## config.mk

```make
export PLATFORM = sky130hd
export DESIGN_NAME = johnson_decode
export DESIGN_NICKNAME = d
export VERILOG_FILES = /design/src/rtl/johnson_decode.sv
export SDC_FILE = /design/constraint.sdc
export NUM_CORES = 1
export LEC_CHECK = 0
export CAP_MARGIN = 20
export CELL_PAD_IN_SITES_DETAIL_PLACEMENT = 1
export CELL_PAD_IN_SITES_GLOBAL_PLACEMENT = 1
export CORE_UTILIZATION = 30
export DETAILED_ROUTE_END_ITERATION = 10
export MAX_ROUTING_LAYER = met4
export PLACE_DENSITY_LB_ADDON = 0.1
export SETUP_SLACK_MARGIN = 0.4
export SYNTH_ARGS = -nofsm -noshare
export SYNTH_HDL_FRONTEND = slang
export SYNTH_SLANG_ARGS = --single-unit
```

## constraint.sdc

```tcl
create_clock -name vclk -period 3.9
set_input_delay 0.585 -clock vclk [all_inputs]
set_output_delay 0.585 -clock vclk [all_outputs]
set_load 0.005 [all_outputs]
```

## src/rtl/johnson_decode.sv

```systemverilog
// Combinational Johnson decoder: legality by bit-transition count,
// position from popcount and the LSB.
module johnson_decode #(
  parameter int WIDTH = 8,
  parameter int PW    = $clog2(2 * WIDTH)
) (
  input  logic [WIDTH-1:0] code,
  output logic             legal,
  output logic [PW-1:0]    pos
);

  localparam int CW = $clog2(WIDTH + 1);

  logic [CW-1:0] ones;
  logic [CW-1:0] edges;

  always_comb begin
    ones  = '0;
    edges = '0;
    for (int i = 0; i < WIDTH; i++)
      ones = ones + CW'(code[i]);
    for (int i = 0; i < WIDTH - 1; i++)
      edges = edges + CW'(code[i] ^ code[i+1]);
    legal = (edges <= CW'(1));
    if (code[0])
      pos = PW'(ones);
    else if (ones == '0)
      pos = '0;
    else
      pos = PW'(2 * WIDTH - int'(ones));
  end

endmodule

```

==> impl_metrics.env <==
export IMPL_fill_cells=168
export IMPL_relSlewSlack_pct=81.94
export IMPL_wl_per_cell_um=12.50
export IMPL_grt_use_total_pct=15.83
export IMPL_rows=13
export IMPL_grt_ovfl_total=0
export IMPL_dpl_cell_count=93
export IMPL_grt_pass1_vias=432
export IMPL_critical_path_class="in -> out"
export IMPL_initial_core_util_pct=34.07
export IMPL_rsz0062_at_grt="yes"
export IMPL_syn_avg_cell_area_um2=8.463
export IMPL_yosysTopAreaCell="fa_1"
export IMPL_grt_pass1_wl_um=1773
export IMPL_power_leakage_nw=0.3890
export IMPL_max_vdd_ir_drop_v=0.0002054
export IMPL_register_area_um2=0
export IMPL_hold_buffers=0
export IMPL_drt_total_wl_um=1225
export IMPL_synthTopCellsByArea="fa_1 30%, ha_1 16%, inv_1 11%"
export IMPL_crit_required_ns=3.31
export IMPL_critPathMaxFanout=2
export IMPL_syn_cell_area_um2=465.4
export IMPL_nFlopsAndLatches=0
export IMPL_io_buffer_count=13
export IMPL_violations="setup timing"
export IMPL_placed_area_um2=685.7
export IMPL_seq_area_frac_synth_pct=0
export IMPL_status="finished, violations left"
export IMPL_clkbuf_count=0
export IMPL_io_pins=13
export IMPL_die_w_um=41.39
export IMPL_diodes=0
export IMPL_timing_final_crit_share_pct=111.5
export IMPL_cp_start_kind="input pin"
export IMPL_slew_violations=0
export IMPL_cp_arrival_ns=3.76
export IMPL_synth_warning_count=0
export IMPL_final_cell_area_um2=762.0
export IMPL_finalPower_mw=0.2843
export IMPL_fin_ws_ns=-0.4500
export IMPL_grt_max_degree=10
export IMPL_drive_gt1_share_pct=49.40
export IMPL_tightest_slew_ns=0.2690
export IMPL_crit_path_end_kind="output port"
export IMPL_max_cap_violations=0
export IMPL_period_minus_slack_ns=4.350
export IMPL_setup_viol=4
export IMPL_num_vias=456
export IMPL_fin_nets=106
export IMPL_synth_cells=55
export IMPL_fp_coreArea_um2=1366
export IMPL_place_congestion=0.6125
export IMPL_areaGrowthSynthToFinish_pct=63.71
export IMPL_first_pass_iters=2
export IMPL_multi_input_area_um2=466.7
export IMPL_antenna_found_initial=0
export IMPL_hold_class="in -> out"
export IMPL_vias_per_cell=4.653
export IMPL_hold_viol_final=0
export IMPL_synth_top_area_share_pct=30.11
export IMPL_hpwl_um=995
export IMPL_drt_first_iter_violations=1
export IMPL_p_per_area_nw_per_um2=373.1
export IMPL_final_cells=98
export IMPL_max_freq_mhz=229.9
export IMPL_die_h_um=41.39
export IMPL_yosysUniqueCellTypes=20
export IMPL_dieArea_um2=1713
export IMPL_ant_nets=0
export IMPL_synth_fp_nets=76
export IMPL_drc_errors=0
power by group:
part	total (mW)	internal, mW	switching, mW
logic	0.284	0.155	0.129
registers	0	0	0
clock network	0	0	0
total	0.284	0.155	0.129
metal layers:
metal  routed length, µm  global-route usage [%]  vias to the layer above  part of all wire [%]
li1                    -                       -                      227                     -
met1                 512                   17.42                      219                    42
met2                 674                   32.81                       10                    55
met3                  39                  0.5319                        0                   3.2
met4                   0                       0                        0                     0
met5                   0                       -                        -                     0
cell families (layout without fill, tap and decap cells):
kind of cell             Yosys count  in the layout  share of synthesized area [%]
XOR/XNOR                           8              8                          15.05
AND/OR/NAND/NOR                   10             10                          11.83
AO/OA/AOI/OAI                      9              9                          13.17
buffers and inverters             15             43                          13.71
adder cells (fa/ha/maj)           13             13                          46.24
synthesized netlist by cell type, drive strengths merged:
cell and n:
or4b 1, fa 7, nand2 3, o31ai 1, nand2b 2, or3 1, buf 1, a21boi 1
a21oi 2, inv 14, a21o 1, a221oi 1, o21ai 1, and2 1, a31oi 1, xor2 5
nor2 2, ha 6, xnor2 3, a211o 1
metrics by stage:
stage	setup TNS, ns	utilization, %	setup slack (ns)	hold slack, ns
finish	-1.308	55.77	-0.4500	1.721
global placement	-4.696	50.18	-1.257	2.378
CTS	-1.821	51.92	-0.5603	1.824
floorplan	-0.1753	-	-0.1753	1.333
detailed placement	-4.828	50.18	-1.268	2.378
global route	-1.663	55.77	-0.5352	1.756
cell type report:
| cell class | count | area share, % |
|---|---|---|
| inverter | 14 | 6.897 |
| tap | 15 | 2.463 |
| timing repair buffer | 29 | 29.39 |
| multi-input combinational | 40 | 61.25 |
cells in the final DEF (no fill, tap or decap), types with 2 or more instances in the layout:
cell type / count
nand2_1: 3
buf_4: 13
clkbuf_2: 2
buf_6: 4
a21oi_1: 2
fa_1: 5
buf_2: 6
nand2b_1: 2
ha_1: 4
dlygate4sd2_1: 3
inv_1: 10
xnor2_1: 3
inv_2: 4
ha_4: 2
fa_2: 2
xor2_1: 4
what timing repair did:
action / in CTS / in global routing
hold endpoints to repair: 0 / 0
gates resized for setup: 49 / 17
pin swaps: 14 / 13
gates cloned: 0 / 0
setup buffers: 3 / 2
endpoints found under the setup margin: 5 / 5
critical path, stage by stage:
cell,delay [ns]
buf_8,0.10
fa_1,0.54
inv_2,0.04
fa_1,0.49
fa_1,0.43
inv_2,0.08
ha_4,0.14
inv_2,0.03
fa_2,0.52
or4b_4,0.46
a21boi_2,0.15
a211o_1,0.10
buf_2,0.10
final timing paths:
path / startpoint / endpoint / depth (start not counted)
worst max-delay path: code[3] / pos[3] / 13
worst min-delay path: code[0] / pos[1] / 5
Power figures use the tool's default switching activity.
